$ cat src/rtl/prog_updown_counter.sv
// Programmable-modulus up/down counter: runtime modulus and step, sync clear/load, terminal-count pulse.
// Latency: o_q, o_tc and o_dir are registered and update on the same rising edge, one cycle after inputs are sampled.
// Backpressure: none; the counter advances on every cycle that i_en is high. Ping-pong mode 3 exists only with UDC_PINGPONG_EN.
module prog_updown_counter #(
  parameter int WIDTH = 8
) (
  input  logic             i_clk,
  input  logic             i_rst,
  input  logic             i_clr,
  input  logic             i_load,
  input  logic [WIDTH-1:0] i_load_val,
  input  logic             i_en,
  input  logic [1:0]       i_mode,
  input  logic             i_up_down,
  input  logic [WIDTH-1:0] i_mod,
  input  logic [WIDTH-1:0] i_step,
  output logic [WIDTH-1:0] o_q,
  output logic             o_tc,
  output logic             o_dir,
  output logic             o_zero
);

  typedef enum logic {
    DIR_DOWN = 1'b0,
    DIR_UP   = 1'b1
  } dir_e;

  localparam logic [1:0] MODE_UP   = 2'd0;
  localparam logic [1:0] MODE_DOWN = 2'd1;
`ifdef UDC_PINGPONG_EN
  localparam logic [1:0] MODE_PP   = 2'd3;
`endif

  logic [WIDTH-1:0] q_q, q_d;
  logic             tc_q, tc_d;
  dir_e             dir_q, dir_d;

  // Modulus/step arithmetic. Results that are always < M fit in WIDTH bits,
  // so they are computed modulo 2^WIDTH (i_mod==0 then naturally means 2^WIDTH).
  // Only the comparisons need the extra bit.
  logic [WIDTH:0]   mod_x;
  logic [WIDTH:0]   step_x;
  logic [WIDTH:0]   q_x;
  logic [WIDTH:0]   s_x;
  logic [WIDTH:0]   sum_x;
  logic [WIDTH-1:0] mod_m1;
  logic [WIDTH-1:0] s_w;
  logic [WIDTH-1:0] load_clamped;
  logic             out_of_range;
  logic             mod_is_one;
  dir_e             dir_eff;
`ifdef UDC_PINGPONG_EN
  logic             pingpong;
`endif

  // Effective modulus, clamped step and clamped load value
  always_comb begin
    mod_x        = (i_mod == '0) ? {1'b1, {WIDTH{1'b0}}} : {1'b0, i_mod};
    mod_m1       = i_mod - {{(WIDTH-1){1'b0}}, 1'b1};
    step_x       = {1'b0, i_step};
    s_w          = (step_x >= mod_x) ? mod_m1 : i_step;
    s_x          = {1'b0, s_w};
    q_x          = {1'b0, q_q};
    sum_x        = q_x + s_x;
    load_clamped = ({1'b0, i_load_val} >= mod_x) ? mod_m1 : i_load_val;
    out_of_range = (q_x >= mod_x);
    mod_is_one   = (i_mod == {{(WIDTH-1){1'b0}}, 1'b1});
  end

  // Direction requested by the mode for this cycle; ping-pong keeps the stored state
  always_comb begin
    dir_eff = dir_q;
`ifdef UDC_PINGPONG_EN
    pingpong = 1'b0;
`endif
    case (i_mode)
      MODE_UP:   dir_eff = DIR_UP;
      MODE_DOWN: dir_eff = DIR_DOWN;
`ifdef UDC_PINGPONG_EN
      MODE_PP: begin
        dir_eff  = dir_q;
        pingpong = 1'b1;
      end
`endif
      default:   dir_eff = i_up_down ? DIR_UP : DIR_DOWN;
    endcase
  end

  // Next count, terminal-count pulse and direction in priority order
  always_comb begin
    q_d   = q_q;
    tc_d  = 1'b0;
    dir_d = dir_q;
    if (i_clr) begin
      q_d   = '0;
      dir_d = DIR_UP;
    end else if (i_load) begin
      q_d = load_clamped;
    end else if (out_of_range) begin
      // Modulus lowered under the current count: snap back to 0 silently
      q_d = '0;
    end else if (i_en) begin
      dir_d = dir_eff;
      if (mod_is_one) begin
        // Single-state counter: every nonzero step is a wrap (or bounce)
        q_d  = '0;
        tc_d = (i_step != '0);
`ifdef UDC_PINGPONG_EN
        if (pingpong && (i_step != '0)) begin
          dir_d = (dir_q == DIR_UP) ? DIR_DOWN : DIR_UP;
        end
`endif
      end else if (s_w == '0) begin
        q_d = q_q;
`ifdef UDC_PINGPONG_EN
      end else if (pingpong) begin
        if (dir_q == DIR_UP) begin
          if (sum_x >= {1'b0, mod_m1}) begin
            q_d   = mod_m1;
            dir_d = DIR_DOWN;
            tc_d  = 1'b1;
          end else begin
            q_d = q_q + s_w;
          end
        end else begin
          if (q_x <= s_x) begin
            q_d   = '0;
            dir_d = DIR_UP;
            tc_d  = 1'b1;
          end else begin
            q_d = q_q - s_w;
          end
        end
`endif
      end else if (dir_eff == DIR_UP) begin
        if (sum_x >= mod_x) begin
          q_d  = q_q + s_w - i_mod;
          tc_d = 1'b1;
        end else begin
          q_d = q_q + s_w;
        end
      end else begin
        if (q_x < s_x) begin
          q_d  = q_q + i_mod - s_w;
          tc_d = 1'b1;
        end else begin
          q_d = q_q - s_w;
        end
      end
    end
  end

  // State register: count, terminal-count pulse and direction FSM
  always_ff @(posedge i_clk or posedge i_rst) begin
    if (i_rst) begin
      q_q   <= '0;
      tc_q  <= 1'b0;
      dir_q <= DIR_UP;
    end else begin
      q_q   <= q_d;
      tc_q  <= tc_d;
      dir_q <= dir_d;
    end
  end

  assign o_q    = q_q;
  assign o_tc   = tc_q;
  assign o_dir  = (dir_q == DIR_UP);
  assign o_zero = (q_q == '0);

endmodule

$ cat config.mk
export PLATFORM = sky130hd
export DESIGN_NAME = prog_updown_counter
export DESIGN_NICKNAME = d
export VERILOG_FILES = /design/src/rtl/prog_updown_counter.sv
export SDC_FILE = /design/constraint.sdc
export NUM_CORES = 1
export LEC_CHECK = 0
export CORE_ASPECT_RATIO = 1.5
export CORE_MARGIN = 3
export CORE_UTILIZATION = 53
export CTS_BUF_LIST = sky130_fd_sc_hd__clkbuf_4
export DETAILED_ROUTE_END_ITERATION = 8
export PLACE_DENSITY = 0.77
export SLEW_MARGIN = 5
export SYNTH_ARGS = -nofsm -noshare
export SYNTH_HDL_FRONTEND = slang
export SYNTH_SLANG_ARGS = --single-unit
export TNS_END_PERCENT = 50
$ cat constraint.sdc
create_clock -name i_clk -period 10.95 [get_ports i_clk]
set_clock_uncertainty 0.05 [all_clocks]
set_input_delay 3.285 -clock i_clk [delete_from_list [all_inputs] [get_ports i_clk]]
set_output_delay 3.285 -clock i_clk [all_outputs]
set_load 0.02 [all_outputs]
## Word level (Yosys, flattened, before mapping)

Index checks and enable logic that the tools add are counted.

| operators by class | value |
|---|---|
| $add $sub $neg | 7 |
| $lt $le $gt $ge | 5 |
| equal/unequal tests | 5 |
| muxes and demuxes | 27 |
| reductions and logical operators | 9 |

Operator list:

| cell | number |
|---|---|
| 8-bit two-way mux | 11 |
| 8-bit by 9-bit >= comparator with 1-bit output | 3 |
| 8-bit logical NOT | 3 |
| 8-bit subtractor | 3 |
| 8-bit adder | 2 |
| 1-bit two-way mux | 14 |
| 8-bit by 8-bit adder with 9-bit output | 1 |
| 9-bit >= comparator | 1 |
| 9-bit two-way mux | 1 |
| 8-bit by 1-bit == test with 1-bit output, second input constant | 1 |
| 8-bit less-than comparator | 1 |
| 8-bit nonzero test | 1 |
| 8-bit by 1-bit subtractor with 8-bit output, second input constant | 1 |
| 5-bit inequality test, second input constant | 1 |
| 2-bit inequality test, second input constant | 2 |
| 4-bit nonzero test | 1 |
| 3-bit AND reduction | 1 |
| 2-bit by 1-bit == test with 1-bit output, second input constant | 1 |
| 2-bit logical NOT | 1 |
| 1-bit one-hot mux with 2 select lines | 1 |
| 2-bit AND reduction | 1 |
| 2-bit nonzero test | 1 |

| word-level totals | value |
|---|---|
| register bits | 10 |
| input port bits | 32 |

## Depth between registers and ports, before layout

| depth | value |
|---|---|
| depth after elaboration | 14 |
| gate-level depth with buffers | 29 |
| gate-level depth less buffers | 29 |

## Worst setup path before layout

Ideal clock, no wire load.

| path | value |
|---|---|
| kind | in2reg |
| from | input i_mod[1] |
| to | register q_q[3] (netlist: o_q[3]) |
| arrival | 8.610 ns |
| data required time | 10.781 ns |
| setup slack | 2.172 ns |
| stages on the path | 26 |
| path through | inv_1 > ha_1 > nor3b_2 > a21oi_1 > ha_1 > nor2b_1 > o21ai_0 > a41oi_2 > a21oi_2 > mux2_2 > ha_1 > clkbuf_1 > nor2b_1 > o21ai_0 > nand2b_1 > a221oi_1 > xnor2_1 > ha_1 > nand2_1 > o21ai_0 > a21oi_1 > o21ai_1 > mux2_2 > a21oi_1 > o221ai_1 > o21a_1 |

| between the ends | value |
|---|---|
| word-level cells in the longest chain between the ends | 14 |

RTL lines:

| item | RTL line | text |
|---|---|---|
| from (decl) | 15 | `input logic [WIDTH-1:0] i_mod,` |
| 8-bit logical NOT | 58 | `mod_x = (i_mod == '0) ? {1'b1, {WIDTH{1'b0}}} : {1'b0, i_mod};` |
| 9-bit two-way mux | 58 |  |
| 8-bit by 9-bit >= comparator with 1-bit output | 61 | `s_w = (step_x >= mod_x) ? mod_m1 : i_step;` |
| 8-bit two-way mux | 61 |  |
| 8-bit adder / 8-bit by 8-bit adder with 9-bit output (equally long branches) | 137, 140, 64 |  |
| 8-bit subtractor / 9-bit >= comparator (equally long branches) | 137, 136 |  |
| 8-bit two-way mux | 136 | `if (sum_x >= mod_x) begin` |
| 8-bit two-way mux | 135 | `end else if (dir_eff == DIR_UP) begin` |
| 8-bit two-way mux | 113 | `end else if (s_w == '0) begin` |
| 8-bit two-way mux | 104 | `if (mod_is_one) begin` |
| 8-bit two-way mux | 102 | `end else if (i_en) begin` |
| 8-bit two-way mux | 99 | `end else if (out_of_range) begin` |
| 8-bit two-way mux | 97 | `end else if (i_load) begin` |
| 8-bit two-way mux | 94 | `if (i_clr) begin` |
| to (signal assigned) | 160 | `q_q <= q_d;` |
| to (decl) | 34 | `logic [WIDTH-1:0] q_q, q_d;` |

Several ways; a longest one is shown, not always the timed one. The select of a mux whose other input is x is not followed.
A chain may end at the register's enable or synchronous reset.

## Worst setup path after layout

| path | value |
|---|---|
| from | input i_mod[1] |
| to | register tc_q (netlist: o_tc) |

| between the ends | value |
|---|---|
| word-level cells in the longest chain between the ends | 14 |

RTL lines:

| item | RTL line | text |
|---|---|---|
| 8-bit logical NOT | 58 |  |
| 9-bit two-way mux | 58 |  |
| 8-bit by 9-bit >= comparator with 1-bit output | 61 |  |
| 8-bit two-way mux | 61 |  |
| 8-bit by 8-bit adder with 9-bit output | 64 | `sum_x = q_x + s_x;` |
| 9-bit >= comparator | 136 |  |
| 1-bit two-way mux | 136 |  |
| 1-bit two-way mux | 135 |  |
| 1-bit two-way mux | 113 |  |
| 1-bit two-way mux | 104 |  |
| 1-bit two-way mux | 102 |  |
| 1-bit two-way mux (*) | 99 |  |
| 1-bit two-way mux (*) | 97 |  |
| 1-bit two-way mux (*) | 94 |  |
| net tc_d | 35 | `logic tc_q, tc_d;` |
| to (signal assigned) | 161 | `tc_q <= tc_d;` |
| to (decl) | 35 |  |

Mark *: on every way through the listed nets, which the timed path passes. The rest lies on a longest branch.

==> summary.txt <==
Detailed Place HPWL - 7626 µm
Most frequent cell after synthesis - ha_1
Commonest cells post-synth - ha_1, inv_1, a21oi_1, nand2_1, nor2_1
CP Data Required Time - 11,060 ps
Setup TNS - 0 ps
Root buf cell - clkbuf_4
Cell Area, Placed - 3655 µm²
Worst Path Class, Setup - primary input to flop
Syn Nets - 491
Top cells by area, synth - ha_1, dfrtp_1, fa_1
Initial detailed-routing violation count - 151
F_max - 101.3 MHz
Worst path bufs/invs - 3
Clock slew at reported path FFs - 80 ps
Setup repair bufs after CTS - 0
Final Cycle Share - 90.13%
Max_cap viols - 0
Total power - 0.001011 W
Synthesized area per cell - 8.257 µm²
Die Ht - 100.5 µm
CP max FO - 10
CTS tree - yes
Fin Hold WS - 582.7 ps
WL/cell - 17.93 µm
Worst setup startpoint - i_mod[1]
Slowest cell on crit path - o21ai_1
Hold path start - o_q[0]
CTS buffer count - 3
Worst vdd ir - 89.15 µV
Total GRT Usage - 27.95%
Post-CTS sizing - 0
Port Buffer Count - 42
Worst Hold Class - flop to flop
Share of cells above drive strength 1 - 5.399%
Initial antenna violation count - 0
DRT Wirelength - 8895 µm
Startpoint types - primary input
Row count - 33
Design Area, Final - 3685 µm²
Leakage - 1.736 nW
Fin. Hold Viols - 0
Crit-path leading delay family - compound AO/OA/AOI/OAI gates
Clk buf depth - 2
H-tree depth - 1
Layout Nets - 536
Hold Buf Count CTS - 0
Final Util - 65.62%
Worst-skew pair later-pin latency - 280 ps
Number of diodes - 0
Final setup viols - 0
Worst path max stage delay - 680 ps
Final critical-path required period - 9869 ps
Worst Path Arrival - 9980 ps
Io pins - 43
Largest area contributor in the netlist - ha_1
Post-synthesis sequential area ratio - 7.973%
RSZ-0062 raised after global routing - no
Die extent in x - 68.99 µm
First-pass GRT wire length - 14,770 µm
Synth Warn # - 0
Synthesized flop and latch total - 10
Final global-route overflow total - 0
RePlAce Congestion - 1.011
P per Cell Area - 274.4 nW/µm²
Via count - 3,013
Number of nets with antenna violations after routing - 0
Outcome - complete, no violations
Synthesis-to-layout area growth - 16.82%
Fillers - 520
Main synth FF type - dfrtp_1
Synthesized area - 3154 µm²
Die ar. - 6932 µm²
Asr flop ratio synth - 100.0%
Core Box Area - 5615 µm²
Number of global-route vias before repair - 3,068
Post-Syn Instances - 382
Top cell type's share of synthesized area - 26.58%
Starting Density - 56.17%
Vias/cell - 6.075
R2R Path Start - o_q[2]
DRT Pass-1 Iters - 4
EDFF count, synth - 0
Largest net degree at the start of global routing - 17
Max-slew violation count - 0
Count of cell types in the netlist - 55
Slew margin rel. - 27.84%
DRC Markers - 0
Worst-Margin Slew - 1082 ps
CTS sink count - 10
Crit. End Element - flop
## cell families (layout without fill, tap and decap cells)
logic type / count (synthesis) / count (layout) / synth area share (%)
muxes: 21 / 21 / 6.981
xor gates and xnor gates: 29 / 29 / 8.053
adders and majority gates: 77 / 77 / 32.92
DFF: 10 / 10 / 7.973
buffers and inverters: 43 / 87 / 5.355
AOI/OAI and AO/OA: 109 / 109 / 23.92
and+or+nand+nor: 93 / 93 / 14.80
## power breakdown
group          switching [W]  internal, W  total (W)
sequential         0.0000335    0.0000516  0.0000851
combinational       0.000486     0.000409   0.000895
clock              0.0000144    0.0000166  0.0000310
total               0.000533     0.000478    0.00101
## registers in the layout, summed over array words and instances, names as in the netlist
name   count
o_q        8
o_dir      1
o_tc       1
## worst register-to-register path, delay by kind of cell, from the launching register on
kind	cells	cell delay [ps]
AOI/OAI and AO/OA	7	1930
xor gates and xnor gates	1	180
adders and majority gates	2	750
DFF	1	480
muxes	1	330
and+or+nand+nor	3	350
## per-stage QoR
| stage | std cells | setup slack, ps |
|---|---|---|
| 4_1_cts | 496 | 1111 |
| 6_report | 496 | 1081 |
| 2_1_floorplan | 382 | 2172 |
| 5_1_grt | 496 | 614.0 |
| 3_5_place_dp | 492 | 832.1 |
| 3_3_place_gp | 492 | 1113 |
## placed cells by master (no fill, tap or decap), drive strengths merged, types with 3 or more instances in the layout
cell,synthesis,layout
a21oi,27,27
o21bai,3,3
nand2,26,26
a211oi,6,6
o22a,3,3
inv,39,39
nor2,25,25
o21a,8,8
nor2b,6,6
o21ai,23,23
a31oi,3,3
dfrtp,9,9
xor2,8,8
nor3,7,7
nor4,4,4
clkbuf,3,4
fa,10,10
clkdlybuf4s50,0,42
xnor2,21,21
nand2b,6,6
mux2i,16,16
ha,67,67
mux2,5,5
a21o,10,10
nand3,8,8
o221ai,6,6
## worst paths after layout
path	end	slack, ps	cells past startpoint
min	o_q[0]	580	1
max	o_tc	1080	26
min reg2reg	o_q[0]	580	1
min in group asynchronous	o_q[4]	3250	2
max reg2reg	o_tc	6760	14
max in group asynchronous	o_dir	7260	2
## routing by layer
metal  part of all wire [%]  global-route usage (%)
met4                    4.3                   11.26
met3                    4.5                   2.009
met2                     51                   49.26
met5                      0                       0
met1                     40                   33.98
## final cells by class
| class | count | area (µm²) | share of cell area (%) |
|---|---|---|---|
| multi-input combinational | 329 | 2734 | 74.19 |
| tap | 70 | 87.58 | 2.377 |
| clock buffer | 4 | 30.03 | 0.8149 |
| timing repair buffer | 44 | 435.4 | 11.82 |
| inverter | 39 | 146.4 | 3.973 |
| sequential | 10 | 251.5 | 6.825 |
No activity file was read; power rests on OpenSTA's default activity.
